[config.mk]
export PLATFORM = sky130hd
export DESIGN_NAME = alu_arbiter
export DESIGN_NICKNAME = d
export VERILOG_FILES = /design/src/rtl/alu_arbiter.sv
export SDC_FILE = /design/constraint.sdc
export NUM_CORES = 1
export LEC_CHECK = 0
export CORE_MARGIN = 2
export CORE_UTILIZATION = 36
export DETAILED_ROUTE_END_ITERATION = 7
export PLACE_DENSITY = 0.79
export SLEW_MARGIN = 0
export SYNTH_ARGS = -nofsm -noshare
export SYNTH_HDL_FRONTEND = slang
export SYNTH_SLANG_ARGS = --single-unit
[constraint.sdc]
create_clock -name clk -period 1.75 [get_ports clk]
set_input_delay 0.35 -clock clk [delete_from_list [all_inputs] [get_ports clk]]
set_output_delay 0.35 -clock clk [all_outputs]
set_load 0.005 [all_outputs]
[src/rtl/alu_arbiter.sv]
// alu_arbiter
//   Shares one combinational ALU between two requesters (req0: execute
//   stage, req1: address/PC path). Round-robin arbitration, one transaction
//   at a time: IDLE (arbitrate, latch operands) -> EXEC (capture aluOut)
//   -> DONE (done pulse to the owner) -> IDLE.
//
// Ports
//   clk, reset           clock, synchronous active-high reset
//   req0/req1            level requests, held until done is seen
//   op0/op1              ALUOp code: 00 add, 01 sub, 10 mul, 11 compare
//   a0/a1, b0/b1         operands
//   gnt0/gnt1            one-cycle pulse: request accepted, operands latched
//   done0/done1          one-cycle pulse: result/ltFlag valid
//   result               last captured ALU result, held until next capture
//   ltFlag               signed SrcA<SrcB from the last compare (op 11)
//   ltClear              clear request for ltFlag and the ALU lt register
//   ALUOp, SrcA, SrcB    registered drive to the ALU
//   ltRegReset           clear strobe to the ALU lt register
//   aluOut               combinational ALU output

module alu_arbiter #(
  parameter int WIDTH   = 16,
  parameter bit RR_INIT = 1'b0
) (
  input  logic             clk,
  input  logic             reset,
  input  logic             req0,
  input  logic             req1,
  input  logic [1:0]       op0,
  input  logic [1:0]       op1,
  input  logic [WIDTH-1:0] a0,
  input  logic [WIDTH-1:0] a1,
  input  logic [WIDTH-1:0] b0,
  input  logic [WIDTH-1:0] b1,
  output logic             gnt0,
  output logic             gnt1,
  output logic             done0,
  output logic             done1,
  output logic [WIDTH-1:0] result,
  output logic             ltFlag,
  input  logic             ltClear,
  output logic [1:0]       ALUOp,
  output logic [WIDTH-1:0] SrcA,
  output logic [WIDTH-1:0] SrcB,
  output logic             ltRegReset,
  input  logic [WIDTH-1:0] aluOut
);

  typedef enum logic [1:0] {
    IDLE = 2'd0,
    EXEC = 2'd1,
    DONE = 2'd2
  } state_t;

  state_t state;
  logic   owner;        // 0: req0 owns the transaction in flight, 1: req1
  logic   prio;         // requester that wins a simultaneous request
  logic   clr_pending;  // ltClear seen during EXEC, applied in DONE

  logic   win_valid;
  logic   win_sel;

  always_comb begin
    win_valid = req0 | req1;
    // Single request wins outright; on a tie the priority pointer decides.
    win_sel   = (req0 & req1) ? prio : req1;
  end

  // The ALU lt register must not be cleared while the compare is being
  // evaluated, so a clear arriving in EXEC is held and issued in DONE.
  always_comb begin
    ltRegReset = reset | ((ltClear | clr_pending) & (state != EXEC));
  end

  always_ff @(posedge clk) begin
    if (reset) begin
      state       <= IDLE;
      gnt0        <= 1'b0;
      gnt1        <= 1'b0;
      done0       <= 1'b0;
      done1       <= 1'b0;
      result      <= '0;
      ltFlag      <= 1'b0;
      ALUOp       <= 2'b00;
      SrcA        <= '0;
      SrcB        <= '0;
      owner       <= 1'b0;
      prio        <= RR_INIT;
      clr_pending <= 1'b0;
    end else begin
      gnt0  <= 1'b0;
      gnt1  <= 1'b0;
      done0 <= 1'b0;
      done1 <= 1'b0;
      case (state)
        IDLE: begin
          if (ltClear) begin
            ltFlag <= 1'b0;
          end
          if (win_valid) begin
            owner <= win_sel;
            prio  <= ~win_sel;
            ALUOp <= win_sel ? op1 : op0;
            SrcA  <= win_sel ? a1 : a0;
            SrcB  <= win_sel ? b1 : b0;
            gnt0  <= ~win_sel;
            gnt1  <= win_sel;
            state <= EXEC;
          end else begin
            // Keep the ALU on add so it never performs a spurious compare.
            ALUOp <= 2'b00;
          end
        end
        EXEC: begin
          result <= aluOut;
          if (ALUOp == 2'b11) begin
            ltFlag <= aluOut[WIDTH-1];
          end
          if (ltClear) begin
            clr_pending <= 1'b1;
          end
          // done is registered here so the pulse lines up with the DONE cycle.
          done0 <= ~owner;
          done1 <= owner;
          state <= DONE;
        end
        DONE: begin
          ALUOp <= 2'b00;
          // A deferred clear lands after any compare capture from EXEC.
          if (ltClear | clr_pending) begin
            ltFlag <= 1'b0;
          end
          clr_pending <= 1'b0;
          state       <= IDLE;
        end
        default: begin
          state <= IDLE;
        end
      endcase
    end
  end

endmodule

# After elaboration in Yosys (flattened, before gate mapping)
# Index checks and enable logic that the tools add are counted.
[totals]
regBits = 60
out_inout_bits = 56
in_bits = 89
word_cells = 55
[op_classes]
n_eq_ne = 9
n_reduce_logical = 9
bitwise = 10
mux = 14
[op_table]
columns = ["cell", "count"]
rows = [
  ["16-bit 2-to-1 mux", 2],
  ["2-bit inequality test, second input constant", 5],
  ["2-bit case mux with 2 select lines", 2],
  ["2-bit 2-to-1 mux", 3],
  ["1-bit 2-to-1 mux", 5],
  ["1-bit inverter", 5],
  ["2-bit equality test, second input constant", 2],
  ["2-bit AND reduction", 2],
  ["4-bit AND reduction", 1],
  ["2-bit nonzero test", 2],
  ["1-bit OR", 3],
  ["1-bit case mux with 3 select lines", 1],
  ["3-bit nonzero test", 1],
  ["3-bit OR reduction", 1],
  ["1-bit bitwise AND", 2],
  ["2-bit by 1-bit equality test with 1-bit output, second input constant", 1],
  ["2-bit logical NOT", 1],
  ["2-bit by 1-bit inequality test with 1-bit output, second input constant", 1],
  ["1-bit case mux with 2 select lines", 1],
  ["2-bit OR reduction", 1],
]

# Longest topological paths before layout
[depth]
depth_word = 5
ltp_mapped = 6
depth_no_buf = 4

# Worst setup path after synthesis
# Ideal clock, no wire load.
[synth_timing]
path_kind = "register -> output"
start = "register state[0]"
end = "output port ltRegReset"
setup_slack_ns = 0.374
path_buffers = 3
arrival_ns = 1.026
stages_incl_launch_ff = 6
path_cell_list = "dfxtp_1 > buf_2 > nor2b_1 > buf_2 > buf_2 > o21bai_1"
[synth_between]
elab_chain_cells = 3
[synth_lines]
columns = ["element", "line_no", "source"]
rows = [
  ["from (decl)", "55", "state_t state;"],
  ["from (signal assigned)", "77", "state <= IDLE;"],
  ["from (signal assigned)", "108", "state <= EXEC;"],
  ["from (signal assigned)", "125", "state <= DONE;"],
  ["2-bit by 1-bit inequality test with 1-bit output", "72", "ltRegReset = reset | ((ltClear | clr_pending) & (state != EXEC));"],
  ["1-bit bitwise AND", "72", ""],
  ["1-bit OR", "72", ""],
  ["to (decl)", "45", "output logic ltRegReset,"],
]
# Every way passes these cells.

# Worst setup path in the final report
[layout_timing]
start = "input port ltClear"
end = "output port ltRegReset"
[layout_between]
elab_chain_cells = 3
[layout_lines]
columns = ["element", "line_no", "source"]
rows = [
  ["from (decl)", "41", "input logic ltClear,"],
  ["1-bit OR", "72", ""],
  ["1-bit bitwise AND", "72", ""],
  ["1-bit OR", "72", ""],
]
# Every way passes these cells.

==> results.tsv <==
stage	metric	value	unit
synth	top cell type's share of synthesized area	51.9	%
synth	Yosys Warn Count	0	
die	die area	0.00708	mm²
die	Core ar.	0.00628	mm²
clock_tree	setup bufs post-CTS	0	
global_route	M1 GR Usage	23.4	%
synth	Syn Nets	338	
synth	synthesized instance count	249	
timing	Worst Tran Pin Value	0.497	ns
setup_path	worst-path cell chain	clkdlybuf4s50_1, nor2_1, o21bai_1, dlygate4sd2_1	
hold_path	hold crit path type	reg2reg	
timing	Max-slew headroom	66.8	%
setup_path	Worst path max stage delay	0.49	ns
die	Initial Utilization	36.9	%
timing	pins over their slew limit	0	
global_route	aggregate global routing overflow	0	
place	HPWL after DPL	5310	µm
timing	fin crit share	95.6	%
synth	main flop type after synthesis	dfxtp_1	
power	Internal	2.68	mW
flow_run	max cap viols	0	
global_route	met2 GRT Util	34.7	%
cells_and_area	Finished Cell Area	0.00413	mm²
synth	Post-synth EDFFs	0	
synth	most frequent cell after synthesis	dfxtp_1	
cells_and_area	n_diodes	0	
power	VDD IR max	589	µV
place	DP Area	0.00392	mm²
setup_path	Setup crit start kind	primary input	
global_route	gr busiest metal	met2	
power	Sw Ratio	25.8	%
setup_path	Critical Path AT	1.32	ns
clock_tree	CTS Buf Count	9	
global_route	largest net degree at the start of global routing	37	
die	num ports	145	
clock_tree	H-tree level count	3	
drt	drt first pass iters	4	
outcome	status	finished clean	
drt	DR WL/cell	14.9	µm
drt	vias per cell	5.00	
timing	Setup TNS Final	0	ns
cells_and_area	final net count	492	
die	die span in y	84.2	µm
synth	Yosys top cell by area	dfxtp_1	
drt	DR DRC count	0	
drt	Vias	2425	
setup_path	Worst Path Required	1.40	ns
global_route	first-pass GRT wire length	11500	µm
timing	Hold Fails Final Rpt	0	
synth	commonest cells in the netlist	dfxtp_1, nand2_1, a21oi_1, a22oi_1, nor2_1	
synth	Avg Synthesized Cell Area	9.29	µm²
synth	Synth cell types	26	
timing	RSZ-0062 raised after global routing	no	
cells_and_area	area grow syn2layout	78.3	%
setup_path	critical path's slowest cell	clkdlybuf4s50_1	
power	Comb power frac	23.0	%
place	number of port buffers	144	
die	Die X	84.2	µm
power	pwr/cell area	875	mW/mm²
power	Clock Power Share	34.4	%
clock_tree	hold-fix buffer count after cts	0	
clock_tree	CTS tree	done	
global_route	vias in the first global route	2517	
setup_path	Max Fanout on Critical Path	2	
clock_tree	CTS max path bufs	2	
clock_tree	Clk Latency, worst-skew pair	0.33	ns
cells_and_area	layout cells sized above 1	15.2	%
place	Placer Congestion	0.823	
clock_tree	post-CTS sizing	2	
synth	ys async rst share	0	%
drt	Starting DRT DRC Count	163	
setup_path	worst setup path class	in2out	
synth	Seq cells post-synth	60	
setup_path	crit path capture type	output port	
synth	synth top area cells	dfxtp_1, nand2_1, a21oi_1	
timing	f_max	597	MHz
clock_tree	CTS clock-pin slew for the worst setup and hold paths	0.07	ns
clock_tree	Root Driver	clkbuf_8	
cells_and_area	fillcell total	564	
power	cell leakage power	1.49	nW
drt	Total Routed Length	7240	µm
power	Switch Pwr	0.930	mW
clock_tree	clock sink total	60	
timing	worst hold slack	0.454	ns
global_route	GR Util All Layers	20.3	%
synth	Mapped Area	0.00231	mm²
power	Reg power frac	42.6	%
timing	Final Setup Violations	0	
drt	Routed Antenna Nets	0	
global_route	initial antenna violation count	0	
cells_and_area	Layout Utilization	65.7	%
die	Placement Rows	29	
timing	Period minus WS final	1.67	ns
synth	Seq/Total Area, Yosys	51.9	%
global_route	GR Util met3	5.31	%
timing	Worst Skew	0.0103	ns
cell usage in the layout, fill, tap and decap left out, types with 2 or more instances in the layout:
| cell type | synthesis | routed |
|---|---|---|
| dfxtp_1 | 60 | 58 |
| a21oi_2 | 10 | 10 |
| clkbuf_8 | 0 | 10 |
| a22o_1 | 2 | 2 |
| o21ai_0 | 2 | 2 |
| clkinvlp_4 | 0 | 2 |
| buf_12 | 0 | 3 |
| a22oi_2 | 10 | 10 |
| nor2_1 | 14 | 14 |
| clkdlybuf4s50_1 | 0 | 142 |
| a22oi_1 | 14 | 14 |
| nor3_1 | 2 | 2 |
| nand2_1 | 59 | 59 |
| a21oi_1 | 35 | 35 |
| mux2_2 | 2 | 2 |
| nor2b_1 | 3 | 3 |
| clkinv_2 | 0 | 2 |
| buf_4 | 1 | 15 |
| dfxtp_2 | 0 | 2 |
| a222oi_1 | 8 | 8 |
kinds of logic after synthesis:
kind of cell,share of synthesized area [%]
compound gates,28.5
simple gates,13.6
flops,51.9
mux,0.973
buf+inv,4.98
registers in the layout (all words and copies together) (netlist names), 2 cells and up:
register and cells:
SrcB 16, result 16, state 2, SrcA 16, ALUOp 2
power by group through the flow:
stage                     Clock [mW]  Combinational, mW  Sequential (mW)
after global placement             0              0.821             1.57
final                           1.24              0.832             1.54
after floorplan                    0              0.317             1.57
after detailed placement           0              0.838             1.57
after global routing            1.35              0.893             1.55
after CTS                       1.28              0.841             1.54
through the flow:
stage / power (mW) / worst slack [ns] / cells
after floorplan: 1.89 / 0.374 / 249
after global placement: 2.39 / -0.161 / 469
after detailed placement: 2.41 / -0.217 / 469
after CTS: 3.66 / 0.0447 / 485
after global routing: 3.79 / 0.0197 / 485
final: 3.61 / 0.0763 / 485
critical path: cells and delay by family:
kind	cells	cell delay, ns
AO/OA/AOI/OAI	1	0.16
buffers and inverters	2	0.77
AND/OR/NAND/NOR	1	0.05
path summary, 6_finish.rpt:
kind	start	endpoint	slack [ns]	cells after the start
hold / removal	result[2]	result[2]	0.45	2
hold reg to reg	result[2]	result[2]	0.45	2
setup / recovery	ltClear	ltRegReset	0.08	4
setup reg to reg	state[1]	SrcA[8]	0.33	6
routing by layer:
metal  vias to the layer above  share of wire [%]
met1                      1124                 40
met3                        17                6.1
li1                       1192                  -
met5                         -                  0
met2                        92                 51
met4                         0                3.2
cell type report:
class                      count  area (µm²)  area share (%)
tap                           77        96.3            2.34
multi-input combinational    168        1010            24.4
sequential                    60        1200            29.2
clock inverter                 6        63.8            1.55
timing repair buffer         162        1610            39.0
inverter                       2        7.51           0.182
clock buffer                  10         138            3.34
No activity file was read; power rests on OpenSTA's default activity.
